<file path="src/rtl/text_write_sequencer.sv">
// Character plane write sequencer: buffers feeder bytes, tracks the cursor,
// decodes control codes and runs full-screen / single-row blank sequences.
module text_write_sequencer #(
  parameter int unsigned ROWS       = 16,
  parameter int unsigned COLS       = 64,
  parameter int unsigned FIFO_DEPTH = 4,
  parameter logic [7:0]  BLANK_CHAR = 8'h20
) (
  input  logic                      clk,
  input  logic                      reset,
  input  logic [7:0]                cin,
  input  logic                      cin_valid,
  output logic                      cin_ready,
  output logic [7:0]                plane_char,
  output logic [$clog2(ROWS)-1:0]   plane_row,
  output logic [$clog2(COLS)-1:0]   plane_col,
  output logic                      plane_we,
  output logic [$clog2(ROWS)-1:0]   cursor_row,
  output logic [$clog2(COLS)-1:0]   cursor_col,
  output logic                      busy
);

  localparam int unsigned RW   = $clog2(ROWS);
  localparam int unsigned CW   = $clog2(COLS);
  localparam int unsigned AW   = $clog2(FIFO_DEPTH);
  localparam int unsigned CNTW = AW + 1;
  localparam int unsigned CLRW = RW + CW;

  typedef enum logic [1:0] {
    IDLE       = 2'd0,
    FULL_CLEAR = 2'd1,
    ROW_CLEAR  = 2'd2
  } state_t;

  state_t state;

  // Input byte FIFO
  logic [7:0]      fifo_mem [FIFO_DEPTH];
  logic [AW-1:0]   wr_ptr;
  logic [AW-1:0]   rd_ptr;
  logic [CNTW-1:0] count;
  logic            push;
  logic            pop;
  logic [7:0]      head;

  assign cin_ready = (count != CNTW'(FIFO_DEPTH));
  assign push      = cin_valid && cin_ready;
  // The first IDLE cycle after a clear still shows busy; popping waits for it to drop.
  assign pop       = (state == IDLE) && !busy && (count != '0);
  assign head      = fifo_mem[rd_ptr];

  always_ff @(posedge clk) begin
    if (push) begin
      fifo_mem[wr_ptr] <= cin;
    end
  end

  always_ff @(posedge clk) begin
    if (reset) begin
      wr_ptr <= '0;
      rd_ptr <= '0;
      count  <= '0;
    end else begin
      if (push) begin
        wr_ptr <= wr_ptr + AW'(1);
      end
      if (pop) begin
        rd_ptr <= rd_ptr + AW'(1);
      end
      case ({push, pop})
        2'b10:   count <= count + CNTW'(1);
        2'b01:   count <= count - CNTW'(1);
        default: count <= count;
      endcase
    end
  end

  // Byte classification and cursor arithmetic
  logic          is_print;
  logic          is_newline;
  logic          is_backspace;
  logic          is_formfeed;
  logic [RW-1:0] row_inc;
  logic [RW-1:0] bs_row;
  logic [CW-1:0] bs_col;
  logic          at_last_col;

  assign is_print     = (head >= 8'h20) && (head <= 8'h7E);
  assign is_newline   = (head == 8'h0A) || (head == 8'h0D);
  assign is_backspace = (head == 8'h08);
  assign is_formfeed  = (head == 8'h0C);
  assign at_last_col  = (cursor_col == CW'(COLS - 1));
  assign row_inc      = (cursor_row == RW'(ROWS - 1)) ? '0 : cursor_row + RW'(1);

  always_comb begin
    bs_row = cursor_row;
    bs_col = cursor_col;
    if (cursor_col != '0) begin
      bs_col = cursor_col - CW'(1);
    end else if (cursor_row != '0) begin
      bs_row = cursor_row - RW'(1);
      bs_col = CW'(COLS - 1);
    end
  end

  // Sequencer FSM with registered plane, cursor and busy outputs
  logic [CLRW-1:0] clr_cnt;

  always_ff @(posedge clk) begin
    if (reset) begin
      state      <= FULL_CLEAR;
      clr_cnt    <= '0;
      plane_char <= '0;
      plane_row  <= '0;
      plane_col  <= '0;
      plane_we   <= 1'b0;
      cursor_row <= '0;
      cursor_col <= '0;
      busy       <= 1'b0;
    end else begin
      plane_we <= 1'b0;
      case (state)
        IDLE: begin
          busy <= 1'b0;
          if (pop) begin
            if (is_print) begin
              plane_we   <= 1'b1;
              plane_char <= head;
              plane_row  <= cursor_row;
              plane_col  <= cursor_col;
              if (at_last_col) begin
                cursor_col <= '0;
                cursor_row <= row_inc;
                clr_cnt    <= '0;
                state      <= ROW_CLEAR;
              end else begin
                cursor_col <= cursor_col + CW'(1);
              end
            end else if (is_newline) begin
              cursor_col <= '0;
              cursor_row <= row_inc;
              clr_cnt    <= '0;
              state      <= ROW_CLEAR;
            end else if (is_backspace) begin
              plane_we   <= 1'b1;
              plane_char <= BLANK_CHAR;
              plane_row  <= bs_row;
              plane_col  <= bs_col;
              cursor_row <= bs_row;
              cursor_col <= bs_col;
            end else if (is_formfeed) begin
              clr_cnt <= '0;
              state   <= FULL_CLEAR;
            end
          end
        end

        FULL_CLEAR: begin
          busy       <= 1'b1;
          plane_we   <= 1'b1;
          plane_char <= BLANK_CHAR;
          plane_row  <= clr_cnt[CLRW-1:CW];
          plane_col  <= clr_cnt[CW-1:0];
          if (clr_cnt == CLRW'(ROWS * COLS - 1)) begin
            cursor_row <= '0;
            cursor_col <= '0;
            state      <= IDLE;
          end else begin
            clr_cnt <= clr_cnt + CLRW'(1);
          end
        end

        ROW_CLEAR: begin
          busy       <= 1'b1;
          plane_we   <= 1'b1;
          plane_char <= BLANK_CHAR;
          plane_row  <= cursor_row;
          plane_col  <= clr_cnt[CW-1:0];
          if (clr_cnt[CW-1:0] == CW'(COLS - 1)) begin
            state <= IDLE;
          end else begin
            clr_cnt <= clr_cnt + CLRW'(1);
          end
        end

        default: state <= IDLE;
      endcase
    end
  end

endmodule

</file>
<file path="config.mk">
export PLATFORM = sky130hd
export DESIGN_NAME = text_write_sequencer
export DESIGN_NICKNAME = d
export VERILOG_FILES = /design/src/rtl/text_write_sequencer.sv
export SDC_FILE = /design/constraint.sdc
export NUM_CORES = 1
export LEC_CHECK = 0
export CORE_ASPECT_RATIO = 1.5
export CORE_MARGIN = 1.5
export CORE_UTILIZATION = 56
export CTS_CLUSTER_DIAMETER = 30
export DETAILED_ROUTE_END_ITERATION = 7
export PLACE_DENSITY = 0.77
export SLEW_MARGIN = 30
export SYNTH_ARGS = -nofsm -noshare
export SYNTH_HDL_FRONTEND = slang
export SYNTH_SLANG_ARGS = --single-unit
export TNS_END_PERCENT = 30
</file>
<file path="constraint.sdc">
create_clock -name clk -period 7.3 [get_ports clk]
set_input_delay 0.73 -clock clk [delete_from_list [all_inputs] [get_ports clk]]
set_output_delay 0.73 -clock clk [all_outputs]
set_load 0.01 [all_outputs]
</file>
; ---- Yosys cells after proc, flatten, opt, wreduce, memory -nomap -nowiden
; Memory sizes are Yosys's and may differ from the RTL's. A register that Yosys moved wholly into a read port is not among the register bits.
; Cells that the tools add are included.
; W data, S select, Z words.
[word_totals]
register_bits = 49
ram_bits = 32
in_bits = 11
output_inout_bits = 31
elab_cells = 130
memories = 1
[op_classes]
n_addsub = 9
order_cmp = 2
n_eq_ne = 24
n_mux = 61
reduce_logical = 21
[mem_list]
columns = memory, words, word_bits, rd, rd_ports_with_merged_regs, write_ports, line
row1 = fifo_mem, 4, 8, 1, 1, 1, 38  ; logic [7:0] fifo_mem [FIFO_DEPTH];
[ops]
columns = operator, count
row1 = $mux W10, 8
row2 = $mux W6, 11
row3 = $mux W4, 12
row4 = $eq A8 B4 Y1 const B, 4
row5 = $mux W8, 4
row6 = $pmux W10 S3, 1
row7 = $pmux W6 S2, 2
row8 = $mux W2, 10
row9 = $pmux W8 S2, 1
row10 = $eq A6 B6 Y1 const B, 2
row11 = $ne A3 B3 Y1 const B, 4
row12 = $ne A4 B4 Y1 const B, 3
row13 = $pmux W4 S3, 1
row14 = $reduce_and A4 Y1, 3
row15 = $add A10 B1 Y10 const B, 1
row16 = $eq A10 B10 Y1 const B, 1
row17 = $ne A2 B2 Y1 const B, 5
row18 = $ge A8 B6 Y1 const B, 1
row19 = $le A8 B7 Y1 const B, 1
row20 = $pmux W4 S2, 1
row21 = $reduce_and A7 Y1, 1
row22 = $add A6 B1 Y6 const B, 1
row23 = $mux W1, 6
row24 = $pmux W2 S3, 1
row25 = 22 further kinds, 32

; ---- Logic depth before layout (Yosys ltp)
[depth]
depth_word = 8
ltp_mapped = 10
mapped_depth_nobuf = 10

; ---- Worst setup path after synthesis
; Ideal clock, no wire load.
[synth_path]
path_kind = register to register
start = register cursor_col[0]
end = register cursor_col[1]
t_arrival_ns = 2.518
t_required_ns = 7.168
path_slack_ns = 4.650
path_stages_with_launch = 8
n_path_buf = 0
synth_period_minus_slack_ns = 2.650
path_cell_list = dfxtp_1 -> inv_1 -> ha_1 -> or4b_2 -> nor4_1 -> a2111oi_0 -> o21ai_0 -> o32ai_1
[synth_via]
elab_chain_cells = 7
elab_cells_between_ends = 11
cone_classes = add/sub (2) / eq/ne (1) / mux (7) / reduce/logical (1)
[synth_lines]
columns = element, line
row1 = from (decl), 19  ; output logic [$clog2(COLS)-1:0] cursor_col,
row2 = from (signal assigned), 137  ; cursor_col <= cursor_col + CW'(1);
row3 = from (signal assigned), 150  ; cursor_col <= bs_col;
row4 = $sub A6 B1 Y6 / $reduce_bool A6 Y1 (equally long branches), "99, 98"
row5 = $mux W6, 98  ; if (cursor_col != '0) begin
row6 = $mux W6, 144  ; end else if (is_backspace) begin
row7 = $mux W6, 139  ; end else if (is_newline) begin
row8 = $mux W6 *, 126  ; if (is_print) begin
row9 = $mux W6 *, 125  ; if (pop) begin
row10 = $pmux W6 S2 *, 122  ; case (state)
; Every way passes the cells marked *; elsewhere a longest branch is shown, timed or not. The select of a mux whose other input is x is not followed.
; A chain may end at the register's enable or synchronous reset.

==> impl_metrics.csv <==
group,metric,value,unit
worst_hold_path,hp-class,"flop to flop",
timing,finClkSkew,0.00920,ns
routing,finalWirelength,11400,um
global_route,grt_pass1_wl,18700,um
final_layout,layout_common_cells,"dfxtp_1, clkdlybuf4s50_1, nand2_1, edfxtp_1, nand3_1",
final_layout,multiInputGateArea,2390,sq um
global_route,grt_pass1_vias,3787,
timing,slew_violations,0,
synthesis,syn_avg_cell_area,9.78,sq um
clocking,clkTransAtPathRegs,0.07,ns
clocking,cts_sinks,83,
timing,rsz0062_at_grt,"false",
critical_path,reg2reg_depth,6,
critical_path,criticalPathCategory,"flop to flop",
critical_path,critical_path_arrival,3.51,ns
routing,antenna_left,0,
worst_hold_path,min_path_cells,2,
timing,setup_viol,0,
timing,max_slew_margin,36.3,%
routing,drt-initial-drc-count,313,
floorplanning,ios,42,
final_layout,drive_gt1_share,9.98,%
floorplanning,fp.coreArea,8010,sq um
critical_path,crit_path_start_kind,"flop",
timing,worst_slew_pin_slew,0.942,ns
clocking,cts_buffers,9,
synthesis,synthArstFlopShare,0,%
synthesis,syn-num-nets,497,
power,vdd_drop_max,0.198,mV
placed_design,gp_congestion,0.928,
clocking,cts_buffer_depth,2,
placed_design,dp_hpwl,8110,um
final_layout,final-seq-area,1980,sq um
final_layout,final_common_cell,"dfxtp_1",
final_layout,final_nets,523,
floorplanning,die_h,114,um
floorplanning,die_area,8770,sq um
floorplanning,fp.dieW,77.0,um
routing,wl_per_cell,18.8,um
timing,period_minus_slack,3.27,ns
global_route,grt_max_degree,45,
placed_design,io_buffer_count,41,
critical_path,cp.required,7.54,ns
synthesis,ys_types,70,
routing,vias_per_cell,6.42,
timing,hold_viol_final,0,
final_layout,antenna_cells,0,
clocking,cts.hold.buffers_added,0,
clocking,cts_tree,"built",
synthesis,yosysSeqAreaShare,43.1,%
floorplanning,num_rows,40,
power,power.leakage,1.90,nW
timing,max_freq,306,MHz
routing,first_pass_iters,5,
timing,fin_ws,4.03,ns
clocking,cts_max_level,3,
placed_design,pre_cts_ws,4.13,ns
power,power_density,229,nW/um^2
clocking,cts-root-buf,"clkbuf_16",
run_status,run_status,"complete, no violations",
routing,post-route-drc-count,0,
synthesis,synthCells,470,
routing,vias,3891,
final_layout,syn_to_final_growth,16.8,%
critical_path,cp_max_fo,20,
critical_path,endpoint_kind,"flop",
synthesis,ys_warn_count,0,
synthesis,ys_seq_elements,83,
clocking,post-cts-setup-buffer-count,0,
global_route,antenna_found_initial,0,
global_route,grt_usage,27.5,%
floorplanning,start_util,57.4,%
job,cap_violations,0,
synthesis,synth_area,4600,sq um
global_route,grt.overflow.total,0,
synthesis,ys.flop_type,"dfxtp_1",
timing,finalCritPeriodShare,44.7,%
clocking,clk_latency,0.34,ns
final_layout,fill_cells,666,
timing,setup_tns,0,ns
synthesis,synth_edf_count,32,
clocking,cts-resized-gates,0,
per-layer routing:
layer / wire length, um / global-route usage [%] / vias up
li1: - / - / 1831
met1: 4240 / 30.1 / 1847
met2: 5930 / 48.0 / 165
met3: 573 / 4.56 / 48
met4: 651 / 19.4 / 0
met5: 0 / 0 / -
worst paths after layout:
check / startpoint / end / slack [ns]
worst min register to register: plane_char[5]$_SDFFE_PP0P_ / plane_char[5]$_SDFFE_PP0P_ / 0.46
worst max register to register: flop / cursor_col[5]$_SDFFE_PP0P_ / 4.03
worst min-delay path: plane_char[5]$_SDFFE_PP0P_ / plane_char[5]$_SDFFE_PP0P_ / 0.46
worst max-delay path: flop / cursor_col[5]$_SDFFE_PP0P_ / 4.03
logic make-up after synthesis:
group	share of synthesized area, %
AOI/OAI and AO/OA	18.9
adders and majority gates	4.52
and+or+nand+nor	18.8
DFF	43.1
buffers and inverters	4.95
xor gates and xnor gates	0.953
muxes	8.76
synth_stat cells, drive strengths merged (4+ instances only):
cell / instances / share of area, %
a31o: 5 / 0.95
a2111oi: 4 / 1.4
edfxtp: 32 / 21
nand2: 32 / 2.6
o2111ai: 5 / 0.95
nor4: 5 / 0.68
a22oi: 4 / 0.65
nand3: 31 / 3.4
inv: 23 / 1.9
mux2i: 20 / 4.4
o31ai: 6 / 0.98
nor4b: 6 / 1.3
a21oi: 26 / 3.1
o21ai: 17 / 1.9
o311ai: 5 / 1.1
o211ai: 9 / 1.5
nand2b: 7 / 0.95
and3: 12 / 1.6
nor2: 29 / 2.4
a31oi: 5 / 0.68
mux4: 8 / 3.9
clkbuf: 21 / 1.7
nor3: 17 / 1.9
buf: 9 / 1.2
dfxtp: 51 / 22
o21a: 4 / 0.65
nand4: 5 / 0.68
ha: 15 / 4.1
worst max-delay path: stages (launching register included):
cell     delay, ns
dfxtp_1       0.63
mux4_2        0.65
nor3b_1       0.33
o211a_1       0.71
o41a_1        0.51
nor3_1        0.09
a31o_2        0.23
metrics by stage:
stage	util [%]	instance area, sq um	instances	total power, mW	hold WS (ns)
finish	67.0	5370	606	1.23	0.461
global route	67.0	5370	606	1.27	0.483
CTS	67.0	5370	606	1.23	0.466
detailed placement	62.9	5040	590	0.728	0.457
global placement	62.9	5040	590	0.722	0.447
floorplan	-	4600	470	0.663	0.469
area by class of cell:
class,count,area share [%]
multi-input cells,332,44.5
flip-flops and latches,83,36.9
repair buffers,45,8.20
clock buffers,9,4.19
well taps,105,2.45
clock inverters,7,1.96
inverters,25,1.75
power by group:
group	switching, mW	internal (mW)
registers	0.0165	0.508
clock network	0.202	0.306
logic	0.118	0.0779
registers in the layout, summed over array words and instances (netlist names), named ones only:
register,cells
busy,1
clr_cnt,10
count,3
cursor_col,6
cursor_row,4
fifo_mem,32
plane_char,8
plane_col,6
plane_row,4
plane_we,1
rd_ptr,2
state,2
wr_ptr,2
(Power assumes the default switching activity.)
